### config.mk
export PLATFORM = sky130hd
export DESIGN_NAME = display_scan_ctrl
export DESIGN_NICKNAME = d
export VERILOG_FILES = /design/src/rtl/display_scan_ctrl.sv
export SDC_FILE = /design/constraint.sdc
export NUM_CORES = 1
export LEC_CHECK = 0
export BUFFER_PORTS_ARGS = -buffer_cell sky130_fd_sc_hd__buf_4
export CAP_MARGIN = 20
export CORE_ASPECT_RATIO = 0.75
export CORE_UTILIZATION = 45
export CTS_BUF_LIST = sky130_fd_sc_hd__clkbuf_16
export DETAILED_ROUTE_END_ITERATION = 7
export GPL_ROUTABILITY_DRIVEN = 0
export PLACE_DENSITY = 0.61
export RECOVER_POWER = 25
export SYNTH_ARGS = -nofsm -noshare
export SYNTH_HDL_FRONTEND = slang
export SYNTH_SLANG_ARGS = --single-unit
### constraint.sdc
create_clock -name clk -period 1.9 [get_ports clk]
set_clock_uncertainty 0.05 [all_clocks]
set_input_delay 0.38 -clock clk [delete_from_list [all_inputs] [get_ports clk]]
set_output_delay 0.38 -clock clk [all_outputs]
set_load 0.01 [all_outputs]
### src/rtl/display_scan_ctrl.sv
// display_scan_ctrl: converts a saturated 10-bit distance value to three BCD
// digits by sequential double-dabble, then time-multiplexes the digits onto
// the 7-segment decoder's mostrar/digito inputs at a DIV-cycle dwell per digit.
module display_scan_ctrl #(
    parameter int DIV = 50000
) (
    input  logic       clk,
    input  logic       rst,
    input  logic [9:0] value,
    input  logic       load,
    output logic       busy,
    output logic       done,
    output logic [1:0] mostrar,
    output logic [3:0] digito
);

    localparam int PW = (DIV > 1) ? $clog2(DIV) : 1;
    localparam logic [PW-1:0] PRESC_LAST = PW'(DIV - 1);

    typedef enum logic {
        IDLE,
        CONV
    } state_t;

    state_t        state_q, state_d;
    logic [21:0]   sr_q, sr_d;       // {hundreds, tens, units, binary}
    logic [3:0]    it_q, it_d;       // shift iteration 0..9
    logic [3:0]    hun_q, hun_d;
    logic [3:0]    ten_q, ten_d;
    logic [3:0]    uni_q, uni_d;
    logic          done_q, done_d;
    logic [PW-1:0] presc_q, presc_d;
    logic [1:0]    mostrar_q, mostrar_d;
    logic [21:0]   step;

    // Nibble correction before a shift; 4-bit result, never exceeds 12.
    function automatic logic [3:0] add3(input logic [3:0] n);
        return (n >= 4'd5) ? n + 4'd3 : n;
    endfunction

    // One double-dabble iteration: correct all BCD nibbles, then shift left.
    function automatic logic [21:0] dabble_step(input logic [21:0] s);
        return {add3(s[21:18]), add3(s[17:14]), add3(s[13:10]), s[9:0]} << 1;
    endfunction

    // Values above the 3-digit range are clamped to 999.
    function automatic logic [9:0] saturate(input logic [9:0] v);
        return (v > 10'd999) ? 10'd999 : v;
    endfunction

    assign step = dabble_step(sr_q);

    // Register all state; reset clears conversion, display and scan alike.
    always_ff @(posedge clk or posedge rst) begin
        if (rst) begin
            state_q   <= IDLE;
            sr_q      <= '0;
            it_q      <= '0;
            hun_q     <= '0;
            ten_q     <= '0;
            uni_q     <= '0;
            done_q    <= 1'b0;
            presc_q   <= '0;
            mostrar_q <= 2'b01;
        end else begin
            state_q   <= state_d;
            sr_q      <= sr_d;
            it_q      <= it_d;
            hun_q     <= hun_d;
            ten_q     <= ten_d;
            uni_q     <= uni_d;
            done_q    <= done_d;
            presc_q   <= presc_d;
            mostrar_q <= mostrar_d;
        end
    end

    // Conversion FSM: capture on load in IDLE, ten shifts in CONV, then publish.
    always_comb begin
        state_d = state_q;
        sr_d    = sr_q;
        it_d    = it_q;
        hun_d   = hun_q;
        ten_d   = ten_q;
        uni_d   = uni_q;
        done_d  = 1'b0;
        case (state_q)
            IDLE: begin
                if (load) begin
                    state_d = CONV;
                    sr_d    = {12'd0, saturate(value)};
                    it_d    = 4'd0;
                end
            end
            CONV: begin
                sr_d = step;
                if (it_q == 4'd9) begin
                    state_d = IDLE;
                    it_d    = 4'd0;
                    hun_d   = step[21:18];
                    ten_d   = step[17:14];
                    uni_d   = step[13:10];
                    done_d  = 1'b1;
                end else begin
                    it_d = it_q + 4'd1;
                end
            end
            default: state_d = IDLE;
        endcase
    end

    // Free-running scan: hold each digit DIV cycles, cycle 01 -> 10 -> 11 -> 01.
    always_comb begin
        presc_d   = presc_q;
        mostrar_d = mostrar_q;
        if (presc_q == PRESC_LAST) begin
            presc_d   = '0;
            mostrar_d = (mostrar_q == 2'b11) ? 2'b01 : mostrar_q + 2'b01;
        end else begin
            presc_d = presc_q + PW'(1);
        end
    end

    // Digit mux follows the displayed BCD immediately, even mid-dwell.
    always_comb begin
        digito = hun_q;
        case (mostrar_q)
            2'b01:   digito = hun_q;
            2'b10:   digito = ten_q;
            2'b11:   digito = uni_q;
            default: digito = hun_q;
        endcase
    end

    assign busy    = (state_q == CONV);
    assign done    = done_q;
    assign mostrar = mostrar_q;

endmodule

== Word-level counts from Yosys, hierarchy flattened ==
Index checks and enable logic that the tools add are counted.

* Logic and storage cells: 43
* Bits in registers: 58

* Magnitude comparators: 4
* Add/subtract/negate cells: 6
* Bitwise gates (word level): 1
* Eq/ne operators: 5
* Mux-type cells: 17
* Reduce and logical (&&, ||, !) cells: 1

{| class="wikitable"
|+ Operators by type and width
! cell !! count
|-
| $pmux 22 s2 || 1
|-
| $mux 22 || 1
|-
| $add 16x1->16 const B || 1
|-
| $eq 16x16->1 const B || 1
|-
| $mux 16 || 1
|-
| $mux 4 || 4
|-
| $pmux 4 s2 || 2
|-
| $ge 4x3->1 const B || 3
|-
| $gt 10x10->1 const B || 1
|-
| $mux 10 || 1
|-
| $add 4x2->4 const B || 2
|-
| $add 4x1->4 const B || 1
|-
| $eq 2x2->1 const B || 2
|-
| $eq 4x4->1 const B || 1
|-
| $mux 1 || 4
|-
| $add 3x2->3 const B || 1
|-
| $mux 3 || 1
|-
| $add 2x1->2 const B || 1
|-
| $mux 2 || 1
|-
| $ne 2x2->1 const B || 1
|-
| $pmux 1 s2 || 1
|-
| $reduce_and 2->1 || 1
|-
| $not 1->1 || 1
|}

== Logic depth before layout (Yosys ltp) ==
Gate-level depths: netlist of run 1.

* Depth after elaboration: 4
* Mapped depth: 8
* Mapped depth without buffers: 6

== Least setup slack after synthesis of run 1 ==
Ideal clock, no wire load.

* Path type: reg2out
* Start: reg mostrar_q[0], in the netlist mostrar[0]
* End: out digito[0]
* Stages on the path, launching flop included: 6
* Data arrival time: 1199 ps
* Path slack: 271 ps
* Cells stage by stage: dfstp_2 -> inv_1 -> ha_1 -> nor2_1 -> nand2_1 -> nand2_1

* Longest elaborated chain between the ends: 2
* Elaborated cells between the ends (all ways): 3

{| class="wikitable"
|+ Ends and longest elaborated chain
! element !! line !! source
|-
| start, declared || 33 || <nowiki>logic [1:0] mostrar_q, mostrar_d;</nowiki>
|-
| start signal, assigned || 74 || <nowiki>mostrar_q <= mostrar_d;</nowiki>
|-
| $eq 2x2->1 || 127 || <nowiki>case (mostrar_q)</nowiki>
|-
| $pmux 4 s2 * || 127 ||
|-
| end, declared || 14 || <nowiki>output logic [3:0] digito</nowiki>
|}

Mark *: on every way between the ends. The rest lies on a longest branch, timed or not.

== Final worst setup path of run 1 ==
* Start: reg mostrar_q[0], in the netlist mostrar[0]
* End: out digito[2]

Same word-level chain as after synthesis.

==> results of run 1 <==
[synthesized netlist by cell type, types with 2 or more instances]
cell,n,share of area
nand4_1,4,0.0089
nand2_1,43,0.057
o22ai_1,10,0.022
buf_2,3,0.0053
inv_1,18,0.024
mux2_2,4,0.016
ha_1,12,0.053
nand2b_1,4,0.0089
nor3_1,5,0.0089
nor2_1,17,0.023
a21oi_1,7,0.012
mux2i_1,7,0.025
nand3_1,9,0.016
nor4_2,2,0.0089
clkbuf_1,6,0.0080
xnor2_1,11,0.034
a22oi_1,4,0.011
xor2_1,7,0.022
o21ai_0,22,0.039
o21ai_1,10,0.018
dfrtp_1,57,0.51
nor3b_1,5,0.013
[power by group through the flow]
stage | Combinational (mW) | Clock (mW) | Sequential, mW
2_1_floorplan | 1.05 | 0 | 1.82
3_3_place_gp | 1.37 | 0 | 1.89
3_5_place_dp | 1.42 | 0 | 1.90
4_1_cts | 1.43 | 1.40 | 1.90
5_1_grt | 1.64 | 1.46 | 1.95
6_report | 1.41 | 1.36 | 1.89
[sequential cells by signal, indices dropped and copies added, names as in the netlist]
name and count:
busy 1, done 1, hun_q 4, it_q 4, mostrar 2, presc_q 16, sr_q 22, ten_q 4
uni_q 4
[kinds of logic after synthesis]
family | Yosys count | share of synthesized area
simple gates | 97 | 0.169
compound gates | 58 | 0.118
flops | 58 | 0.517
buf+inv | 29 | 0.0414
xor+xnor | 18 | 0.0561
mux | 12 | 0.0450
fa+ha+maj | 12 | 0.0535
[stage by stage]
step	util	hold WS, ns	instance area (µm²)
after floorplan	-	0.399	2810
after global placement	0.521	0.407	3080
after detailed placement	0.521	0.421	3080
after CTS	0.573	0.0707	3390
after global routing	0.575	0.278	3400
final	0.575	0.278	3400
[worst max-delay path, stage by stage, from the launching register on]
cell     delay [ns]
dfstp_2        0.54
buf_4          0.12
ha_4           0.19
nor2_4         0.05
nand2_1        0.06
nand2_1        0.05
buf_4          0.14
[routing by layer]
metal / vias to the layer above / global-route usage / share of wire
met3: 6 / 0.0752 / 0.046
met5: - / 0 / 0
met4: 0 / 0.0735 / 0.012
li1: 1038 / - / -
met1: 924 / 0.274 / 0.53
met2: 35 / 0.258 / 0.41
[cell type report]
| type | count | area [µm²] |
|---|---|---|
| Multi-Input combinational cell | 197 | 1290 |
| Clock inverter | 7 | 28.8 |
| Tap cell | 78 | 97.6 |
| Inverter | 19 | 71.3 |
| Sequential cell | 58 | 1450 |
| Fill cell | 506 | 2520 |
| Clock buffer | 9 | 225 |
| Timing Repair Buffer | 30 | 230 |
[timing repair]
| item | CTS | global route |
|---|---|---|
| setup buffers | 1 | 1 |
| pin swaps | 2 | 2 |
| endpoints found under the setup margin | 4 | 4 |
| hold buffers | 0 | 0 |
| gates resized for setup | 11 | 3 |
| cloned | 0 | 0 |
[final timing paths]
| check | from | endpoint | slack (ns) |
|---|---|---|---|
| max | mostrar[0] | digito[2] | -0.007 |
| min in group asynchronous | rst | sr_q[5] | 0.48 |
| max reg2reg | sr_q[14] | sr_q[16] | 0.21 |
| max in group asynchronous | rst | it_q[0] | 0.47 |
| min | value[0] | sr_q[0] | 0.28 |
| min reg2reg | sr_q[1] | sr_q[2] | 0.43 |
==> reports/qor.yml, run 1 <==
run_status:
  status: "finished with violations"
  violations: "setup timing"
timing:
  period_share: 1.00
  tightest_slew_ns: 1.40
  hold_viol_final: 0
  finalCriticalPeriod_ns: 1.91
  setup_violations: 3
  maxSlewViolCount: 0
  fmax_ghz: 0.524
  max-slew-margin-rel: 0.0696
  layout_setup_ws_ns: -0.00739
  final.setup.tns_ns: -0.0130
  rsz0062_at_grt: "true"
floorplan:
  core-area_um2: 5920
  die_h_um: 70.4
  start_util: 0.475
  dieArea_um2: 6560
  fp-row-count: 24
  ios: 21
  die_x_um: 93.2
place:
  io_buffers: 20
  dp_hpwl_um: 3700
  dp.cells: 380
  pre_cts_ws_ns: 0.153
worst_setup_path:
  start_kind: "flip-flop"
  end_kind: "primary output"
  critPathMaxFanout: 5
  cp.arrival_ns: 1.48
  reg2reg_depth: 6
  crit_required_ns: 1.47
  crit_type: "reg -> out"
routing:
  drt_drc_violations_left: 0
  wire_per_inst_um: 13.4
  drtAntennaViolNets: 0
  via_count: 2003
  first_pass_iters: 4
  drtIter0Drc: 128
  drt-total-wl_um: 5340
  via_per_inst: 5.03
power_and_ir_drop:
  power.density_nw_per_um2: 1370
  p_int_mw: 3.09
  clock_power_share: 0.292
  comb_power_share: 0.302
  switching_power_mw: 1.57
  swShare: 0.336
  seq_power_share: 0.406
  p_total_mw: 4.66
  p_leak_nw: 1.56
  irDropWorstVdd_mv: 0.901
finish:
  final_cell_mix: "dfrtp_1 (57), nand2_1 (42), buf_4 (26)"
  drive_above_1_share: 0.194
  syn_to_final_growth_pct: 21.1
  stdcell_count: 398
  diodes: 0
  nNetsFinal: 340
  final_common_cell: "dfrtp_1"
yosys:
  synth_cells: 284
  synth_area_um2: 2810
  syn_nets: 309
  synthFlopType: "dfrtp_1"
  avgSynthCellArea_um2: 9.89
  synthDistinctLibCells: 39
  synth_edf_count: 0
  yosys_register_bits: 58
  ys_seq_area_frac: 0.517
  yosys_warnings: 0
  async_flop_share: 1.00
hold_path:
  min_path_cells: 2
  holdCritPathClass: "in -> reg"
grt:
  grt_pass1_wl_um: 9400
  grt_start_max_net_pins: 59
  grt_overflow: 0
  grt_usage: 0.192
  antenna_found_initial: 0
  grt_pass1_vias: 1976
clocking:
  cts.sinks: 58
  cts_max_level: 3
  cts_buffers: 9
  cts_root_buf: "clkbuf_16"
  clock_latency_ns: 0.33
  clk_pin_slew_ns: 0.05
  cts_tree: "yes"
  cts_buffer_depth: 2
job:
  timing.max_cap.violations: 0
(Power assumes the default switching activity.)
==> inputs of run 2 (changes only) <==
Settings changed: CORE_ASPECT_RATIO 0.75 to 2, CTS_BUF_LIST sky130_fd_sc_hd__clkbuf_16 to default.
==> reports/qor.yml, run 2 (synthesized netlist as in run 1, its figures left out) <==
routing:
  wl_met3_um: 140  # was 246 µm
  via_per_inst: 5.45  # was 5.03
  drtIter0Drc: 57  # was 128
  via_count: 2094  # was 2003
  drt-total-wl_um: 5650  # was 5340 µm
  wire_per_inst_um: 14.7  # was 13.4 µm
  drtAntennaViolNets: 0  # unchanged
  drt-met1-wl_um: 2180  # was 2850 µm
  met2_length_um: 3120  # was 2180 µm
  drt_drc_violations_left: 1  # was 0
  dr.max_layer_used: "met4"  # unchanged
  first_pass_iters: 6  # was 4
worst_setup_path:
  cp_common_cell: "nand2_1"
  crit_type: "reg -> out"  # unchanged
  cp.arrival_ns: 1.48  # about the same
  path_delay_family: "flip-flops"  # unchanged
  critPathMaxFanout: 5  # unchanged
  crit_required_ns: 1.47  # about the same
  path_cells: "ha_2 > nor2_4 > nand2_1 > nand2_1 > buf_4"  # was buf_4 > ha_4 > nor2_4 > nand2_1 > nand2_1 > buf_4
  critPathSlowestCell: "dfstp_2"  # unchanged
  critPathBufInv: 1  # was 2
  start_kind: "flip-flop"  # unchanged
  end_kind: "primary output"  # unchanged
  slowest_delay_ns: 0.55  # was 0.54 ns
power_and_ir_drop:
  p_int_mw: 3.33  # was 3.09 mW
  switching_power_mw: 1.56  # was 1.57 mW
  power.density_nw_per_um2: 1420  # was 1370 nW/µm²
  p_total_mw: 4.89  # was 4.66 mW
  clock_power_share: 0.325  # was 0.292
  swShare: 0.320  # was 0.336
  p_leak_nw: 1.59  # was 1.56 nW
  irDropWorstVdd_mv: 0.931  # was 0.901 mV
  seq_power_share: 0.388  # was 0.406
  comb_power_share: 0.287  # was 0.302
place:
  pre_cts_ws_ns: 0.132  # was 0.153 ns
  dp.cells: 367  # was 380
  io_buffers: 20  # unchanged
  dp_hpwl_um: 4330  # was 3700 µm
floorplan:
  core-area_um2: 6010  # was 5920 µm²
  ios: 21  # unchanged
  dieArea_um2: 6580  # was 6560 µm²
  die_x_um: 57.9  # was 93.2 µm
  fp-row-count: 40  # was 24
  start_util: 0.468  # was 0.475
  die_h_um: 114  # was 70.4 µm
timing:
  maxSlewViolCount: 0  # unchanged
  finalCriticalPeriod_ns: 1.91  # about the same
  rsz0062_at_grt: "true"  # unchanged
  max-slew-margin-rel: 0.380  # was 0.0696
  hold_viol_final: 0  # unchanged
  tightest_slew_ns: 0.929  # was 1.40 ns
  layout_setup_ws_ns: -0.00744  # was -0.00739 ns
  setup_violations: 4  # was 3
  period_share: 1.00  # about the same
  fmax_ghz: 0.524  # about the same
  holdWs_ns: 0.121  # was 0.278 ns
run_status:
  status: "finished with violations"  # unchanged
  violations: "DRC, setup timing"  # was setup timing
grt:
  antenna_found_initial: 0  # unchanged
  grt_overflow: 0  # unchanged
  grt_pass1_vias: 2147  # was 1976
  grt_pass1_wl_um: 9790  # was 9400 µm
  grt_usage: 0.200  # was 0.192
  grt_start_max_net_pins: 24  # was 59
finish:
  syn_to_final_growth_pct: 22.3  # was 21.1%
  top_register: "sr_q"  # unchanged
  final_common_cell: "dfrtp_1"  # unchanged
  fill_cells: 543  # was 506
  diodes: 0  # unchanged
  final_cell_mix: "dfrtp_1 (57), nand2_1 (43), buf_4 (28)"  # was dfrtp_1 (57), nand2_1 (42), buf_4 (26)
  fin_util: 0.572  # was 0.575
  stdcell_count: 384  # was 398
  reg_top3: "sr_q: 22 flops, presc_q: 16 flops"  # unchanged
  nNetsFinal: 341  # was 340
  largest_reg_flops: 22  # unchanged
  drive_above_1_share: 0.196  # was 0.194
clocking:
  cts.sinks: 58  # unchanged
  cts_max_level: 3  # unchanged
  cts_tree: "yes"  # unchanged
  clock_latency_ns: 0.32  # was 0.33 ns
  cts_buffer_depth: 2  # unchanged
  cts_buffers: 9  # unchanged
  cts_root_buf: "clkbuf_16"  # unchanged
  clk_pin_slew_ns: 0.05  # about the same
job:
  timing.max_cap.violations: 0  # unchanged
hold_path:
  holdCritPathClass: "in -> async"  # was in -> reg
==> run 2: cell types whose count changed in the layout (fill, tap and decap cells not counted), sizes merged <==
cell,change
buf,+1
clkbuf,+4
bufinv,+1
dlymetal6s2s,+1
inv,-2
clkinv,-4
==> run 2: final timing paths <==
path                            start     endpoint  slack, ns  depth (start not counted)
min in group clk             value[0]      sr_q[0]       0.27                          2
hold / removal                    rst     uni_q[3]       0.12                          2
hold reg to reg            presc_q[0]   presc_q[0]       0.43                          1
setup / recovery           mostrar[0]    digito[2]     -0.007                          5
max in group asynchronous         rst  presc_q[13]       0.36                          3
setup reg to reg             sr_q[14]     sr_q[16]       0.19                          6
==> run 2: final cells by class <==
type                       instances  area [µm²]  area share
inverter                          19        71.3      0.0208
multi-input combinational        197        1280       0.373
clock buffer                      14         264      0.0769
tap                               63        78.8      0.0230
sequential                        58        1450       0.423
clock inverter                     2        35.0      0.0102
timing repair buffer              31         250      0.0729
==> run 2: layer usage <==
layer / vias up / track usage
met2: 28 / 0.349
met4: 0 / 0.116
met5: - / 0
met3: 12 / 0.0556
met1: 1016 / 0.207
li1: 1038 / -
==> run 2: power by group through the flow <==
stage | clock network (mW) | logic [mW] | registers, mW
after floorplan | 0 | 1.05 | 1.82
after global placement | 0 | 1.38 | 1.90
after detailed placement | 0 | 1.43 | 1.90
after CTS | 1.62 | 1.43 | 1.90
after global routing | 1.68 | 1.63 | 1.95
final | 1.59 | 1.40 | 1.90
==> run 2: through the flow <==
stage / TNS, ns / cell area, µm²
2_1_floorplan: 0 / 2810
3_3_place_gp: 0 / 3090
3_5_place_dp: 0 / 3090
4_1_cts: -0.0525 / 3440
5_1_grt: -0.342 / 3430
6_report: -0.0239 / 3430
==> run 2: worst reg2reg max path: stages, from the launching register on <==
cell	delay, ns
dfrtp_1	0.41
inv_1	0.10
ha_1	0.19
nand2b_1	0.09
a21oi_1	0.24
mux2_2	0.39
o21ai_0	0.16
==> run 2: what timing repair did <==
item                       4_1_cts  5_1_grt
gates resized for setup         10        0
pin swaps                        2        0
hold buffers                     0        0
setup endpoints to repair        4        4
hold endpoints to repair         0        0
setup buffers                    1        0
